--- config.mk ---
export PLATFORM = sky130hd
export DESIGN_NAME = sha3_feed_ctrl_flat
export DESIGN_NICKNAME = d
export VERILOG_FILES = /design/src/rtl/sha3_feed_ctrl_if.sv /design/src/rtl/sha3_feed_ctrl.sv /design/src/flat_wrapper.sv
export SDC_FILE = /design/constraint.sdc
export NUM_CORES = 2
export LEC_CHECK = 0
export ABC_AREA = 1
export BUFFER_PORTS_ARGS = -buffer_cell sky130_fd_sc_hd__buf_4
export CAP_MARGIN = 25
export CORE_UTILIZATION = 37
export CTS_CLUSTER_DIAMETER = 100
export DETAILED_ROUTE_END_ITERATION = 16
export PLACE_DENSITY_LB_ADDON = 0.1
export SYNTH_ARGS = -nofsm -noshare
export SYNTH_HDL_FRONTEND = slang
export SYNTH_SLANG_ARGS = --single-unit
--- constraint.sdc ---
create_clock -name clk -period 12.1 [get_ports clk]
set_clock_uncertainty 0.2 [all_clocks]
set_input_delay 1.21 -clock clk [delete_from_list [all_inputs] [get_ports clk]]
set_output_delay 1.21 -clock clk [all_outputs]
set_load 0.1 [all_outputs]
--- src/rtl/sha3_feed_ctrl_if.sv ---
// sha3_feed_ctrl_if: burst request handshake and beat bus between the feed controller and its bus master.
interface sha3_feed_ctrl_if #(parameter int BUS_W = 128) ();
   logic             init_master_txn;
   logic [31:0]      read_addr_index;
   logic             read_active;
   logic             read_done;
   logic [BUS_W-1:0] bus_data;
   logic             bus_data_valid;
   logic             read_ready;
   modport master (output init_master_txn, read_addr_index, read_ready,
                   input  read_active, read_done, bus_data, bus_data_valid);
   modport slave  (input  init_master_txn, read_addr_index, read_ready,
                   output read_active, read_done, bus_data, bus_data_valid);
endinterface

--- src/rtl/sha3_feed_ctrl.sv ---
// sha3_feed_ctrl: fetches bursts into a word FIFO and drains them to the keccak sink or the capture register.
module sha3_feed_ctrl #(
   parameter int BUS_W      = 128,
   parameter int WORD_W     = 64,
   parameter int NUM_WORDS  = 8,
   parameter int FIFO_DEPTH = 16,
   parameter int BEATS      = 1
) (
   input  logic                        clk,
   input  logic                        reset,
   sha3_feed_ctrl_if.master            bus,
   input  logic                        start,
   input  logic [7:0]                  num_bursts,
   input  logic                        mode,
   output logic [WORD_W-1:0]           keccak_input,
   output logic                        in_ready,
   output logic                        is_last,
   input  logic                        buffer_full,
   output logic [NUM_WORDS*WORD_W-1:0] result,
   output logic                        busy,
   output logic                        done,
   output logic                        overflow
);
   localparam int R  = BUS_W / WORD_W;
   localparam int AW = $clog2(FIFO_DEPTH);
   localparam int CW = (8 + $clog2(BEATS*R+1) > 16) ? 8 + $clog2(BEATS*R+1) : 16;
   localparam int SW = NUM_WORDS > 1 ? $clog2(NUM_WORDS) : 1;

   if (BUS_W % WORD_W != 0 || FIFO_DEPTH < 2*R || (FIFO_DEPTH & (FIFO_DEPTH-1)) != 0) begin : g_bad_params
      $error("sha3_feed_ctrl: illegal BUS_W/WORD_W/FIFO_DEPTH combination");
   end

   typedef enum logic [2:0] {IDLE, REQ, WAIT_ACT, WAIT_DONE, FIN} state_t;
   state_t                      state_q, state_d;
   logic [WORD_W-1:0]           mem_q [FIFO_DEPTH];
   logic [AW-1:0]               wr_q, wr_d, rd_q, rd_d;
   logic [AW:0]                 cnt_q, cnt_d, free;
   logic [31:0]                 idx_q, idx_d;
   logic [7:0]                  nb_q, nb_d;
   logic                        mode_q, mode_d, ovf_q, ovf_d;
   logic [CW-1:0]               exp_q, exp_d, drn_q, drn_d;
   logic [SW-1:0]               slot_q, slot_d;
   logic [NUM_WORDS*WORD_W-1:0] res_q, res_d;
   logic                        go, push, pop;

   assign free                = (AW+1)'(FIFO_DEPTH) - cnt_q;
   assign go                  = state_q == IDLE && start;
   assign push                = bus.bus_data_valid && free >= (AW+1)'(R);
   // Draining never runs past the expected count; stream mode additionally honours sink backpressure.
   assign pop                 = state_q != IDLE && cnt_q != '0 && drn_q != exp_q && !(mode_q && buffer_full);
   assign done                = state_q == FIN && drn_q == exp_q;
   assign busy                = state_q != IDLE;
   assign overflow            = ovf_q;
   assign result              = res_q;
   assign keccak_input        = mem_q[rd_q];
   assign in_ready            = pop && mode_q;
   assign is_last             = in_ready && (drn_q + CW'(1)) == exp_q;
   assign bus.read_ready      = free >= (AW+1)'(FIFO_DEPTH/2);
   assign bus.init_master_txn = state_q == REQ && bus.read_ready;
   assign bus.read_addr_index = idx_q;

   always_comb begin
      state_d = state_q;
      idx_d   = idx_q;
      nb_d    = nb_q;
      mode_d  = mode_q;
      exp_d   = exp_q;
      res_d   = res_q;
      cnt_d   = done ? '0 : cnt_q + (push ? (AW+1)'(R) : '0) - (AW+1)'(pop);
      wr_d    = done ? '0 : wr_q + (push ? AW'(R) : '0);
      rd_d    = done ? '0 : rd_q + AW'(pop);
      drn_d   = go ? '0 : drn_q + CW'(pop);
      slot_d  = go ? '0 : !pop ? slot_q : slot_q == SW'(NUM_WORDS-1) ? '0 : slot_q + SW'(1);
      ovf_d   = (go ? 1'b0 : ovf_q) | (bus.bus_data_valid && !push);
      if (pop && !mode_q) res_d[WORD_W*slot_q +: WORD_W] = mem_q[rd_q];
      case (state_q)
         IDLE: if (start) begin
            idx_d   = '0;
            nb_d    = num_bursts;
            mode_d  = mode;
            exp_d   = CW'(num_bursts) * CW'(BEATS*R);
            state_d = num_bursts != '0 ? REQ : FIN;
         end
         REQ:       state_d = bus.read_ready ? WAIT_ACT : REQ;
         WAIT_ACT:  state_d = bus.read_active ? WAIT_DONE : WAIT_ACT;
         WAIT_DONE: if (bus.read_done) begin
            idx_d   = idx_q + 32'd1;
            state_d = idx_d < {24'd0, nb_q} ? REQ : FIN;
         end
         FIN:       state_d = done ? IDLE : FIN;
         default:   state_d = IDLE;
      endcase
   end

   always_ff @(posedge clk) begin
      if (reset) begin
         state_q <= IDLE;
         wr_q    <= '0;
         rd_q    <= '0;
         cnt_q   <= '0;
         idx_q   <= '0;
         nb_q    <= '0;
         mode_q  <= 1'b0;
         ovf_q   <= 1'b0;
         exp_q   <= '0;
         drn_q   <= '0;
         slot_q  <= '0;
         res_q   <= {(NUM_WORDS*WORD_W/8){8'hC3}};
      end else begin
         state_q <= state_d;
         wr_q    <= wr_d;
         rd_q    <= rd_d;
         cnt_q   <= cnt_d;
         idx_q   <= idx_d;
         nb_q    <= nb_d;
         mode_q  <= mode_d;
         ovf_q   <= ovf_d;
         exp_q   <= exp_d;
         drn_q   <= drn_d;
         slot_q  <= slot_d;
         res_q   <= res_d;
      end
   end

   always_ff @(posedge clk) begin
      if (push) for (int i = 0; i < R; i++) mem_q[wr_q + AW'(i)] <= bus.bus_data[WORD_W*i +: WORD_W];
   end
endmodule

--- src/flat_wrapper.sv ---
// flat-port wrapper written by rule: the top's interface ports become plain ports
module sha3_feed_ctrl_flat 
#(
   parameter int BUS_W      = 128,
   parameter int WORD_W     = 64,
   parameter int NUM_WORDS  = 8,
   parameter int FIFO_DEPTH = 16,
   parameter int BEATS      = 1
)
  (clk, reset, start, num_bursts, mode, keccak_input, in_ready, is_last, buffer_full, result, busy, done, overflow, bus_init_master_txn, bus_read_addr_index, bus_read_ready, bus_read_active, bus_read_done, bus_bus_data, bus_bus_data_valid);
  sha3_feed_ctrl_if #(.BUS_W(BUS_W)) bus_i ();
  input  logic clk;
  input  logic reset;
  input  logic start;
  input  logic [7:0] num_bursts;
  input  logic mode;
  output logic [WORD_W-1:0] keccak_input;
  output logic in_ready;
  output logic is_last;
  input  logic buffer_full;
  output logic [NUM_WORDS*WORD_W-1:0] result;
  output logic busy;
  output logic done;
  output logic overflow;
  output wire logic [$bits(bus_i.init_master_txn)-1:0] bus_init_master_txn;
  output wire logic [$bits(bus_i.read_addr_index)-1:0] bus_read_addr_index;
  output wire logic [$bits(bus_i.read_ready)-1:0] bus_read_ready;
  input wire logic [$bits(bus_i.read_active)-1:0] bus_read_active;
  input wire logic [$bits(bus_i.read_done)-1:0] bus_read_done;
  input wire logic [$bits(bus_i.bus_data)-1:0] bus_bus_data;
  input wire logic [$bits(bus_i.bus_data_valid)-1:0] bus_bus_data_valid;
  assign bus_init_master_txn = bus_i.init_master_txn;
  assign bus_read_addr_index = bus_i.read_addr_index;
  assign bus_read_ready = bus_i.read_ready;
  assign bus_i.read_active = bus_read_active;
  assign bus_i.read_done = bus_read_done;
  assign bus_i.bus_data = bus_bus_data;
  assign bus_i.bus_data_valid = bus_bus_data_valid;
  sha3_feed_ctrl #(.BUS_W(BUS_W), .WORD_W(WORD_W), .NUM_WORDS(NUM_WORDS), .FIFO_DEPTH(FIFO_DEPTH), .BEATS(BEATS)) u_core (.clk(clk), .reset(reset), .bus(bus_i), .start(start), .num_bursts(num_bursts), .mode(mode), .keccak_input(keccak_input), .in_ready(in_ready), .is_last(is_last), .buffer_full(buffer_full), .result(result), .busy(busy), .done(done), .overflow(overflow));
endmodule
==> flow_summary.toml <==
[finish]
final_cells = 9983
multi_input_area_um2 = 21900
nets = 7622
area.growth.synth_to_final_pct = 19.3
fill_cells = 17356
drive_gt1_share_pct = 15.3
post-route-cell-area_um2 = 80700
post-route-util_pct = 44.5
seq_area_um2 = 42500

[synth]
yosysSeqAreaShare_pct = 62.9
synth_edf_count = 1024
synth-main-ff-cell = "edfxtp_1"
syn_avg_cell_area_um2 = 9.66
synth_top_family_by_area = "compound AO/OA/AOI/OAI gates"
synthXorXnorAreaFrac_pct = 0.414
ys_ff_latch = 1612
syn_inst = 7004
synth-simple-area-share_pct = 15.0
ys_warn_count = 0
ys_async_sr_fraction_pct = 0
synth_mux_area_share_pct = 0
synth_cell_type_count = 39
syn_area_um2 = 67600
synth-compound-area-share_pct = 16.3
syn_nets = 7177
synthAdderAreaFrac_pct = 0.548

[critical_path]
cp_common_cell = "buf_4"
critical_path_buf_inv_count = 4
cp_slowest_cell = "dfxtp_4"
cp_slowest_stage_delay_ps = 910
path_max_fanout = 184
cpLargestDelayFamily = "buffers and inverters"
cp-end-kind = "output pin"
crit_type = "flop to output pin"
crit_arrival_ps = 5550
startpoint_type = "flop"
path_cells = "buf_4 > buf_12 > buf_4 > o21ai_0 > o221ai_1 > nand3_1 > nand2_1 > buf_4"
required_ps = 10690

[power]
p_sw_share_pct = 43.4
p_leak_nw = 30.9
p_comb_share_pct = 37.0
irDropWorstVdd_mv = 0.299
finalPower_mw = 19.2
pwr-share-clk_pct = 28.2
p_per_area_nw_per_um2 = 238
p_sw_mw = 8.33
internal-power_mw = 10.8
seqPwrFrac_pct = 34.8

[placed_design]
gp_congestion = 0.907
dp_slack_ps = 5810
placed_area_um2 = 74700
dpl.cell_count = 9631
port_buffers = 758
dp_hpwl_um = 162000

[route]
ant_nets = 0
drtPass1Iterations = 6
vias = 54864
wl_per_cell_um = 26.2
met3WireLength_um = 17900
wl_met1_um = 114000
routed.top_layer = "met5"
vias_per_cell = 5.50
drt_iter0_drc = 5277
wl_met2_um = 121000
drt-total-wl_um = 262000
drc_errors = 0

[floorplanning]
pin_count = 759
dieArea_um2 = 184000
initial_core_util_pct = 37.3
std_cell_rows = 156
dieHeight_um = 430
coreArea_um2 = 181000
die_w_um = 430

[grt]
track_usage_pct = 27.5
grt_pass1_wl_um = 372000
antenna_found_initial = 32
grt_start_max_net_pins = 217
grt-ovfl-total = 0
grt_pass1_vias = 50377

[run]
drv_cap = 0

[worst_hold_path]
hold_class = "flop to flop"

[cts]
cts_tree = "built"
cts.repair.resized = 0
cts_buffer_depth = 3
cts_made_buffers = 179
root_buffer = "clkbuf_16"
path_clk_slew_ps = 60
cts_htree_levels = 4
post_cts_buffers = 0
clock_latency_ps = 830
hold_buffers = 0
clock-sinks = 1612

[timing]
timing.final.crit_share_pct = 57.5
slew_headroom_pct = 24.1
fmax_mhz = 144
maxSlewViolCount = 0
setup_ws_ps = 5140
rsz0062_at_grt = "no"
fin_crit_ps = 6960
finalHoldViolations = 0
worstMarginPinSlew_ps = 1140
whs_ps = 241
setup_tns_ps = 0
setup_violations = 0

[outcome]
status = "finished, final reports clean"
[metal layers]
metal  up-vias  global-route usage (%)
li1      25475                       -
met1     26978                    37.4
met2      2067                    44.1
met3       336                    4.53
met4         8                    9.70
met5         -                       0
[final cells by class]
class	instances	area share [%]
sequential	1612	52.7
inverter	213	1.05
antenna	14	0.0434
multi-input combinational	4594	27.2
clock inverter	68	0.727
timing repair buffer	849	8.17
tap	2370	3.68
clock buffer	263	6.43
[worst register-to-register path, cell delays in order, from the launching register on]
cell	delay, ps
dfxtp_4	510
inv_6	730
buf_4	960
buf_4	860
o21ai_0	280
o221ai_1	270
nand3_1	150
a21oi_1	680
inv_1	220
nor2_1	540
nand2_1	100
nand3_1	90
[state kept, by name, summed over array words and instances, names as in the netlist, 3 cells and up]
register                    count
u_core.result                 512
u_core.bus.read_addr_index     32
u_core.state_q                  3
u_core.nb_q                     8
u_core.wr_q                     3
u_core.cnt_q                    5
u_core.mem_q                 1024
u_core.rd_q                     4
u_core.drn_q                   16
u_core.slot_q                   3
[power by group through the flow]
stage | clock network, mW | logic [mW] | registers [mW]
after CTS | 5.49 | 7.08 | 6.67
after global placement | 0 | 7.02 | 6.78
final | 5.41 | 7.10 | 6.67
after detailed placement | 0 | 7.06 | 6.78
after floorplan | 0 | 3.74 | 7.62
after global routing | 5.69 | 7.46 | 6.71
[synthesized netlist by cell type (5+ instances only)]
cell | number | area share, %
or2_2 | 6 | 0.056
buf_1 | 32 | 0.18
inv_1 | 194 | 1.1
dfxtp_1 | 588 | 17
clkbuf_2 | 14 | 0.10
buf_2 | 209 | 1.5
nand3_1 | 346 | 2.6
xor2_1 | 19 | 0.25
o22ai_1 | 35 | 0.32
o221ai_1 | 223 | 2.9
a21oi_1 | 350 | 2.6
nand3b_1 | 8 | 0.089
nand2_1 | 1408 | 7.8
nor3_1 | 19 | 0.14
nand2_2 | 5 | 0.046
clkbuf_1 | 326 | 1.8
nor2_1 | 745 | 4.1
inv_2 | 15 | 0.083
nand4_1 | 7 | 0.065
o21ai_1 | 19 | 0.14
edfxtp_1 | 1024 | 45
o211ai_1 | 75 | 0.83
o21ai_0 | 1265 | 9.4
xnor2_1 | 13 | 0.17
ha_1 | 28 | 0.52
[worst paths after layout]
check / from / depth (start not counted) / endpoint / slack (ps)
worst max-delay path: u_core.rd_q[0]$_SDFF_PP0_ / 8 / keccak_input[27] / 5140
worst min register to register: u_core.result[252]$_SDFFE_PP0P_ / 2 / u_core.result[252]$_SDFFE_PP0P_ / 240
worst max register to register: u_core.rd_q[1]$_SDFF_PP0_ / 11 / u_core.result[374]$_SDFFE_PP1P_ / 6450
worst min-delay path: u_core.result[252]$_SDFFE_PP0P_ / 2 / u_core.result[252]$_SDFFE_PP0P_ / 240
[layout by cell type (no fill, tap or decap), types with 22 or more instances in the layout]
master	count
a21oi_1	348
buf_4	836
clkbuf_1	53
clkbuf_16	187
clkbuf_8	22
clkinv_2	28
dfxtp_1	583
edfxtp_1	1024
ha_1	27
inv_1	189
nand2_1	1406
nand3_1	345
nor2_1	736
o211ai_1	75
o21ai_0	1265
o221ai_1	223
o22ai_1	35
[logic make-up (layout without fill, tap and decap cells)]
kind of cell,count (synthesis),count (layout)
compound gates,1979,1979
fa+ha+maj,29,29
flops,1612,1612
simple gates,2554,2554
xor+xnor,32,32
other cells,0,14
buf+inv,798,1393
(Power assumes the default switching activity.)
